### src/rtl/w5500_pkg.sv
// Shared constants for the W5500 frame responder: state encoding,
// operation-mode encodings and control-byte field positions.
package w5500_pkg;

    localparam int ADDR_BITS = 16;
    localparam int CTRL_BITS = 8;
    localparam int BSB_W     = 5;
    localparam int RWB_BIT   = 2;

    typedef logic [2:0] state_t;

    localparam logic [2:0] ST_IDLE = 3'd0;
    localparam logic [2:0] ST_ADDR = 3'd1;
    localparam logic [2:0] ST_CTRL = 3'd2;
    localparam logic [2:0] ST_DATA = 3'd3;
    localparam logic [2:0] ST_SKIP = 3'd4;

    localparam logic [1:0] OM_VDM = 2'b00;
    localparam logic [1:0] OM_1B  = 2'b01;
    localparam logic [1:0] OM_2B  = 2'b10;
    localparam logic [1:0] OM_4B  = 2'b11;

    function automatic logic [2:0] om_len(input logic [1:0] om);
        case (om)
            OM_1B:   return 3'd1;
            OM_2B:   return 3'd2;
            OM_4B:   return 3'd4;
            default: return 3'd0;
        endcase
    endfunction

endpackage

### src/rtl/w5500_spi_responder_sync.sv
// Two-flop synchronisers for SCLK, CS and MOSI with edge pulses
// derived from the synchronised SCLK and CS levels.
module spi_input_sync (
    input  logic i_clk,
    input  logic i_rst_n,
    input  logic i_sclk,
    input  logic i_cs,
    input  logic i_mosi,
    output logic o_sclk_rise,
    output logic o_sclk_fall,
    output logic o_cs_fall,
    output logic o_cs_rise,
    output logic o_cs,
    output logic o_mosi
);

    logic [2:0] sclk_q;
    logic [2:0] cs_q;
    logic [1:0] mosi_q;

    // CS chain resets low so a CS already low at reset release
    // produces no falling edge and cannot start a frame.
    always_ff @(posedge i_clk or negedge i_rst_n) begin
        if (!i_rst_n) begin
            sclk_q <= '0;
            cs_q   <= '0;
            mosi_q <= '0;
        end else begin
            sclk_q <= {sclk_q[1:0], i_sclk};
            cs_q   <= {cs_q[1:0], i_cs};
            mosi_q <= {mosi_q[0], i_mosi};
        end
    end

    assign o_sclk_rise = sclk_q[1] & ~sclk_q[2];
    assign o_sclk_fall = ~sclk_q[1] & sclk_q[2];
    assign o_cs_fall   = ~cs_q[1] & cs_q[2];
    assign o_cs_rise   = cs_q[1] & ~cs_q[2];
    assign o_cs        = cs_q[1];
    assign o_mosi      = mosi_q[1];

endmodule

### src/rtl/w5500_spi_responder.sv
// W5500-style SPI target: parses address/control/data frames and
// turns them into byte accesses on a local memory port.
module w5500_spi_responder
    import w5500_pkg::*;
(
    input  logic                 i_clk,
    input  logic                 i_rst_n,
    input  logic                 i_spi_clk,
    input  logic                 i_spi_cs,
    input  logic                 i_spi_mosi,
    output logic                 o_spi_miso,
    output logic [ADDR_BITS-1:0] o_mem_addr,
    output logic [BSB_W-1:0]     o_mem_bsb,
    output logic [7:0]           o_mem_wdata,
    output logic                 o_mem_we,
    output logic                 o_mem_re,
    input  logic [7:0]           i_mem_rdata,
    output logic                 o_busy,
    output logic                 o_frame_done
);

    logic sclk_rise, sclk_fall, cs_fall, cs_rise, cs_s, mosi_s;

    spi_input_sync u_sync (
        .i_clk       (i_clk),
        .i_rst_n     (i_rst_n),
        .i_sclk      (i_spi_clk),
        .i_cs        (i_spi_cs),
        .i_mosi      (i_spi_mosi),
        .o_sclk_rise (sclk_rise),
        .o_sclk_fall (sclk_fall),
        .o_cs_fall   (cs_fall),
        .o_cs_rise   (cs_rise),
        .o_cs        (cs_s),
        .o_mosi      (mosi_s)
    );

    state_t               state_q, state_d;
    logic [3:0]           bitcnt_q, bitcnt_d;
    logic [ADDR_BITS-1:0] addr_q, addr_d;
    logic [BSB_W-1:0]     bsb_q, bsb_d;
    logic                 rwb_q, rwb_d;
    logic [1:0]           om_q, om_d;
    logic [7:0]           rx_q, rx_d;
    logic [7:0]           tx_q, tx_d;
    logic [2:0]           bytes_q, bytes_d;
    logic                 got_q, got_d;
    logic                 adv_q, adv_d;
    logic                 ld_q, ld_d;
    logic                 miso_q, miso_d;
    logic                 we_q, we_d;
    logic                 re_q, re_d;
    logic [7:0]           wdata_q, wdata_d;
    logic                 busy_q, busy_d;
    logic                 done_q, done_d;
    logic [7:0]           byte_in;

    assign byte_in = {rx_q[6:0], mosi_s};

    always_comb begin
        state_d  = state_q;
        bitcnt_d = bitcnt_q;
        addr_d   = addr_q;
        bsb_d    = bsb_q;
        rwb_d    = rwb_q;
        om_d     = om_q;
        rx_d     = rx_q;
        tx_d     = tx_q;
        bytes_d  = bytes_q;
        got_d    = got_q;
        miso_d   = miso_q;
        wdata_d  = wdata_q;
        busy_d   = busy_q;
        adv_d    = 1'b0;
        we_d     = 1'b0;
        re_d     = 1'b0;
        done_d   = 1'b0;
        ld_d     = re_q;

        if (ld_q) begin
            tx_d = i_mem_rdata;
        end
        // Address advances the cycle after a byte so the write strobe
        // still sees the address the byte belongs to.
        if (adv_q) begin
            addr_d = addr_q + 16'd1;
            if (state_q == ST_DATA && !rwb_q) begin
                re_d = 1'b1;
            end
        end

        if (cs_s) begin
            state_d = ST_IDLE;
            miso_d  = 1'b0;
            if (cs_rise) begin
                busy_d = 1'b0;
                done_d = got_q;
                got_d  = 1'b0;
            end
        end else begin
            unique case (state_q)
                ST_IDLE: begin
                    miso_d = 1'b0;
                    if (cs_fall) begin
                        state_d  = ST_ADDR;
                        bitcnt_d = '0;
                        bytes_d  = '0;
                        got_d    = 1'b0;
                        busy_d   = 1'b1;
                    end
                end
                ST_ADDR: begin
                    if (sclk_rise) begin
                        addr_d   = {addr_q[ADDR_BITS-2:0], mosi_s};
                        bitcnt_d = bitcnt_q + 4'd1;
                        if (bitcnt_q == 4'(ADDR_BITS - 1)) begin
                            state_d  = ST_CTRL;
                            bitcnt_d = '0;
                        end
                    end
                end
                ST_CTRL: begin
                    if (sclk_rise) begin
                        rx_d     = byte_in;
                        bitcnt_d = bitcnt_q + 4'd1;
                        if (bitcnt_q == 4'(CTRL_BITS - 1)) begin
                            bsb_d    = byte_in[7:3];
                            rwb_d    = byte_in[RWB_BIT];
                            om_d     = byte_in[1:0];
                            state_d  = ST_DATA;
                            bitcnt_d = '0;
                            re_d     = ~byte_in[RWB_BIT];
                        end
                    end
                end
                ST_DATA: begin
                    if (sclk_rise) begin
                        rx_d     = byte_in;
                        bitcnt_d = bitcnt_q + 4'd1;
                        if (bitcnt_q == 4'd7) begin
                            bitcnt_d = '0;
                            got_d    = 1'b1;
                            bytes_d  = bytes_q + 3'd1;
                            adv_d    = 1'b1;
                            if (rwb_q) begin
                                we_d    = 1'b1;
                                wdata_d = byte_in;
                            end
                            if (om_q != OM_VDM &&
                                bytes_q + 3'd1 == om_len(om_q)) begin
                                state_d = ST_SKIP;
                            end
                        end
                    end
                    if (sclk_fall && !rwb_q) begin
                        miso_d = tx_q[7];
                        tx_d   = {tx_q[6:0], 1'b0};
                    end
                end
                ST_SKIP: begin
                    miso_d = 1'b0;
                end
                default: begin
                    state_d = ST_IDLE;
                end
            endcase
        end
    end

    always_ff @(posedge i_clk or negedge i_rst_n) begin
        if (!i_rst_n) begin
            state_q  <= ST_IDLE;
            bitcnt_q <= '0;
            addr_q   <= '0;
            bsb_q    <= '0;
            rwb_q    <= 1'b0;
            om_q     <= '0;
            rx_q     <= '0;
            tx_q     <= '0;
            bytes_q  <= '0;
            got_q    <= 1'b0;
            adv_q    <= 1'b0;
            ld_q     <= 1'b0;
            miso_q   <= 1'b0;
            we_q     <= 1'b0;
            re_q     <= 1'b0;
            wdata_q  <= '0;
            busy_q   <= 1'b0;
            done_q   <= 1'b0;
        end else begin
            state_q  <= state_d;
            bitcnt_q <= bitcnt_d;
            addr_q   <= addr_d;
            bsb_q    <= bsb_d;
            rwb_q    <= rwb_d;
            om_q     <= om_d;
            rx_q     <= rx_d;
            tx_q     <= tx_d;
            bytes_q  <= bytes_d;
            got_q    <= got_d;
            adv_q    <= adv_d;
            ld_q     <= ld_d;
            miso_q   <= miso_d;
            we_q     <= we_d;
            re_q     <= re_d;
            wdata_q  <= wdata_d;
            busy_q   <= busy_d;
            done_q   <= done_d;
        end
    end

    assign o_spi_miso   = miso_q;
    assign o_mem_addr   = addr_q;
    assign o_mem_bsb    = bsb_q;
    assign o_mem_wdata  = wdata_q;
    assign o_mem_we     = we_q;
    assign o_mem_re     = re_q;
    assign o_busy       = busy_q;
    assign o_frame_done = done_q;

endmodule

### config.mk
export PLATFORM = sky130hd
export DESIGN_NAME = w5500_spi_responder
export DESIGN_NICKNAME = d
export VERILOG_FILES = /design/src/rtl/w5500_pkg.sv /design/src/rtl/w5500_spi_responder_sync.sv /design/src/rtl/w5500_spi_responder.sv
export SDC_FILE = /design/constraint.sdc
export NUM_CORES = 1
export LEC_CHECK = 0
export CAP_MARGIN = 20
export CORE_AREA = 10 10 101 76
export DETAILED_ROUTE_END_ITERATION = 10
export DIE_AREA = 0 0 111 86
export PLACE_DENSITY_LB_ADDON = 0.1
export SYNTH_ARGS = -nofsm -noshare
export SYNTH_HDL_FRONTEND = slang
export SYNTH_SLANG_ARGS = --single-unit
### constraint.sdc
create_clock -name i_clk -period 2.7 [get_ports i_clk]
set_input_delay 0.27 -clock i_clk [delete_from_list [all_inputs] [get_ports i_clk]]
set_output_delay 0.27 -clock i_clk [all_outputs]
set_load 0.01 [all_outputs]
## Yosys cells after proc, flatten, opt, wreduce, memory -nomap -nowiden

Index checks and enable logic that the tools add are counted.
Widths: inputs -> output; s select.

| word-level totals | value |
|---|---|
| register bits after elaboration | 73 |
| latch bits | 0 |
| RAM bits | 0 |
| input port bits | 13 |
| memories kept | 0 |
| ROM bits | 0 |

| operators by class | value |
|---|---|
| equality and inequality tests | 26 |
| add/subtract/negate cells | 3 |
| shifts and indexed selects | 0 |
| magnitude comparators | 0 |
| $mul | 0 |
| div/mod/pow operators | 0 |
| bitwise operators | 9 |
| reduce and logical (&&, ||, !) cells | 23 |
| multiplexer cells | 62 |

Operators with widths:

| operator | count |
|---|---|
| $mux 16 | 4 |
| $mux 3 | 16 |
| $mux 8 | 4 |
| $mux 1 | 27 |
| $mux 4 | 5 |
| $reduce_and 5->1 | 4 |
| $ne 3x2->1 const B | 6 |
| $add 16x1->16 const B | 1 |
| $pmux 3 s5 | 1 |
| $pmux 4 s3 | 1 |
| $ne 3x1->1 const B | 3 |
| $pmux 3 s3 | 1 |
| $reduce_and 9->1 | 1 |
| $reduce_bool 3->1 | 3 |
| $ne 2x2->1 const B | 4 |
| $reduce_bool 2->1 | 4 |
| $eq 3x2->1 const B | 2 |
| $ne 2x1->1 const B | 3 |
| $pmux 3 s2 | 1 |
| $reduce_and 3->1 | 2 |
| $not 1->1 | 5 |
| $add 4x1->4 const B | 1 |
| $and 1x1->1 | 4 |
| $eq 2x2->1 const B | 2 |
| 14 further kinds | 18 |

## Logic depth before layout (Yosys ltp)

| depth | value |
|---|---|
| word-level depth | 13 |
| mapped depth | 7 |

## Modules after synthesis

A second synthesis with hierarchy kept.

| unflattened totals | value |
|---|---|
| cells, all modules | 301 |
| area, all modules | 3440.8 µm² |

Modules (own cells, without submodules):

| module | area an instance (µm²) | seq. area each (µm²) | cells an instance | instances |
|---|---|---|---|---|
| w5500_spi_responder | 3205.6 | 1626.6 | 289 | 1 |
| spi_input_sync | 235.2 | 200.2 | 12 | 1 |

## Worst setup path after synthesis

Ideal clock, no wire load.

| path | value |
|---|---|
| path kind | flip-flop to flip-flop |
| from | register bytes_q[0] |
| to | register state_q[0] |
| arrival time | 1.714 ns |
| buffers on the path | 0 |
| setup time | 0.125 ns |
| setup slack | 0.862 ns |
| cell stages (with the launch flop) | 7 |
| cells stage by stage | dfrtp_1 -> ha_1 -> xnor2_1 -> nor3b_1 -> o211ai_1 -> a31oi_1 -> mux2_2 |

| on the way | value |
|---|---|
| longest elaborated chain between the ends | 5 |

RTL lines:

| what | line | text |
|---|---|---|
| start, declared | w5500_spi_responder.sv:46 | `logic [2:0] bytes_q, bytes_d;` |
| start signal, assigned | w5500_spi_responder.sv:199 | `bytes_q <= bytes_d;` |
| $add 3x1->3 | w5500_spi_responder.sv:150 | `bytes_q + 3'd1 == om_len(om_q)) begin` |
| $eq 3x3->1 | w5500_spi_responder.sv:150 |  |
| $logic_and 1x1->1 | w5500_spi_responder.sv:149 | `if (om_q != OM_VDM &&` |
| $ne 3x1->1 (no line) | - |  |
| $reduce_and 9->1 (no line) | - |  |
| end signal, assigned | w5500_spi_responder.sv:191 | `state_q <= state_d;` |
| end, declared | w5500_spi_responder.sv:38 | `state_t state_q, state_d;` |

No other way between the ends.
A chain may end at the register's enable or synchronous reset.

## Worst setup path after layout

Same ends and word-level chain as after synthesis.

==> impl_metrics.json <==
{
  "vdd.ir_drop.worst_v": 0.000434,
  "maxCapViolCount": 0,
  "hpwl_um": 4610,
  "pin_count": 47,
  "internal_power_w": 0.00186,
  "post_cts_resized": 0,
  "fin_area_um2": 3990,
  "hold_class": "input pin to asynchronous set/reset pin",
  "grt_pass1_wl_um": 11100,
  "skew_ns": 0.00887,
  "cts_setup_buffers": 0,
  "yosysSeqAreaShare_pct": 56.1,
  "cp-end-kind": "register",
  "wire_per_inst_um": 15.9,
  "synthArstFlopShare_pct": 100,
  "area_growth_pct": 22.4,
  "clkPwrFrac_pct": 38.8,
  "drive_gt1_share_pct": 15.7,
  "arrival_ns": 2.28,
  "cts_root_buffer": "clkbuf_8",
  "power.switching_w": 0.000633,
  "wl_um": 6670,
  "cts_max_level": 3,
  "core_um2": 5670,
  "detail-route-antenna-nets": 0,
  "die_area_um2": 9550,
  "gr-total-overflow": 0,
  "slowest_stage": "dfrtp_1",
  "rows": 23,
  "slowest_delay_ns": 0.43,
  "synth.avg_cell_area_um2": 11.2,
  "fin_tns_setup_ns": 0,
  "startpoint": "bytes_q[0]",
  "clock_sinks": 73,
  "r2r_slack_ns": 0.65,
  "cts_hold_buf": 0,
  "slew_viol_final": 0,
  "rr_startpoint": "bytes_q[0]",
  "grt_use_total_pct": 14.2,
  "reg2reg_depth": 6,
  "slew_headroom_pct": 41.0,
  "vias": 2368,
  "path_max_fanout": 6,
  "p_comb_share_pct": 11.9,
  "multi_input_area_um2": 1330,
  "fin_hold_ws_ns": 0.0466,
  "grt_max_degree": 74,
  "cts_buffers": 9,
  "finalHoldViolCount": 0,
  "ff_latch_area_um2": 1830,
  "first_pass_iters": 4,
  "nNetsFinal": 355,
  "antenna_found_initial": 0,
  "fillers": 414,
  "clock_path_buffers": 2,
  "vias_per_cell": 5.65,
  "power.density_nw_per_um2": 625,
  "seqPwrFrac_pct": 49.3,
  "synth_warnings": 0,
  "grt_pass1_vias": 2232,
  "most-common-layout-cells": "73 x dfrtp_1, 45 x clkdlybuf4s50_1, 36 x nand2_1",
  "clkTransAtPathRegs_ns": 0.07,
  "synth_seq_cells": 73,
  "worst_pin_slew_ns": 0.884,
  "synth-edff-count": 0,
  "netlist_area_um2": 3260,
  "synthCells": 291,
  "path_cells": "ha_1 > xnor2_1 > nor3b_1 > o211ai_1 > a31oi_1 > mux2_2",
  "startpoint_type": "register",
  "period_share_pct": 75.9,
  "synth.distinct_cells": 48,
  "antenna_cells": 0,
  "fmax_ghz": 0.488,
  "period_needed_ns": 2.05,
  "start_util_pct": 57.4,
  "dpl_cell_area_um2": 3760,
  "portBuffers": 46,
  "p_sw_share_pct": 25.4,
  "die_w_um": 111,
  "clk_latency_ns": 0.35,
  "final_common_cell": "dfrtp_1",
  "status": "finished, final reports clean",
  "chipHeight_um": 86,
  "dr.first_iter.drc_count": 113,
  "gp_congestion": 0.847,
  "worstPathRequired_ns": 2.93,
  "ys.flop_type": "dfrtp_1",
  "tritoncts": "yes",
  "setup_violations": 0,
  "p_leak_nw": 1.69,
  "rsz0062_at_grt": "no",
  "rr_endpoint": "state_q[0]",
  "mappedNetlistNets": 307,
  "path_class": "register to register",
  "drc_errors": 0
}
==> flip-flops by register name, indices dropped and copies added, names as in the netlist, 2 cells and up <==
name and flops:
o_mem_addr 16, o_mem_wdata 8, tx_q 8, rx_q 7, o_mem_bsb 5, bitcnt_q 4, bytes_q 3, state_q 3
u_sync.cs_q 3, u_sync.sclk_q 3, om_q 2, u_sync.mosi_q 2
==> power groups by stage <==
stage	sequential (W)	combinational [W]	clock (W)
after global placement	0.00125	0.000287	0
after CTS	0.00123	0.000299	0.000986
final	0.00123	0.000296	0.000968
after floorplan	0.00122	0.000193	0
after global routing	0.00124	0.000329	0.00104
after detailed placement	0.00125	0.000292	0
==> layout make-up <==
cell class / count / area share (%)
Clock buffer: 12 / 3.89
Clock inverter: 4 / 1.88
Inverter: 10 / 0.941
Multi-Input combinational cell: 197 / 33.3
Sequential cell: 73 / 45.8
Tap cell: 75 / 2.35
Timing Repair Buffer: 48 / 11.9
==> synth_stat cells (all sizes together) (2+ instances only) <==
library cell / count / area [um2]
a21oi: 11 / 55.1
a31oi: 2 / 12.5
a32o: 2 / 20.0
buf: 9 / 58.8
clkbuf: 2 / 7.51
dfrtp: 73 / 1830
ha: 3 / 37.5
inv: 10 / 37.5
mux2: 24 / 270
mux2i: 13 / 130
nand2: 37 / 141
nand2b: 2 / 12.5
nand3: 11 / 55.1
nand3b: 4 / 30.0
nand4: 4 / 25.0
nor2: 14 / 52.6
nor3: 7 / 35.0
nor4: 2 / 33.8
o211ai: 10 / 75.1
o21ai: 21 / 105
o311ai: 2 / 17.5
o31ai: 2 / 15.0
or2: 5 / 31.3
xnor2: 4 / 35.0
==> worst max-delay path: cells and delay by family (launching register included) <==
kind                     cells  cell delay [ns]
AO/OA/AOI/OAI                2             0.40
multiplexers                 1             0.37
flip-flops                   1             0.43
adder cells (fa/ha/maj)      1             0.26
AND/OR/NAND/NOR              1             0.21
XOR/XNOR                     1             0.26
==> routing by layer <==
layer / vias to the layer above / share of wire (%) / wire length, um / global-route usage, %
li1: 1135 / - / - / -
met1: 1164 / 47 / 3140 / 17.5
met2: 67 / 46 / 3040 / 21.5
met3: 2 / 6.8 / 452 / 6.89
met4: 0 / 0.51 / 34 / 4.25
met5: - / 0 / 0 / 0
==> cells by family after synthesis <==
family	count (synthesis)	share of synthesized area (%)
buffers and inverters	21	3.19
AOI/OAI and AO/OA	57	10.9
and+or+nand+nor	95	15.0
xor gates and xnor gates	5	1.34
DFF	73	56.1
muxes	37	12.3
adders and majority gates	3	1.15
==> per-stage QoR <==
| step | power, W | instances | setup slack (ns) | utilization [%] |
|---|---|---|---|---|
| detailed placement | 0.00154 | 403 | 0.706 | 66.3 |
| global placement | 0.00153 | 403 | 0.758 | 66.3 |
| finish | 0.00249 | 419 | 0.649 | 70.3 |
| floorplan | 0.00142 | 291 | 0.862 | - |
| CTS | 0.00251 | 419 | 0.666 | 70.3 |
| global route | 0.00261 | 419 | 0.520 | 70.3 |
==> worst max path at each step <==
stage / endpoint / slack, ns / depth (start not counted)
after floorplan: state_q[0] / 0.86 / 6
after global placement: state_q[0] / 0.76 / 6
after detailed placement: state_q[0] / 0.71 / 6
after CTS: state_q[0] / 0.67 / 6
after global routing: o_mem_bsb[3] / 0.52 / 5
final: state_q[0] / 0.65 / 6
Power figures use the tool's default switching activity.
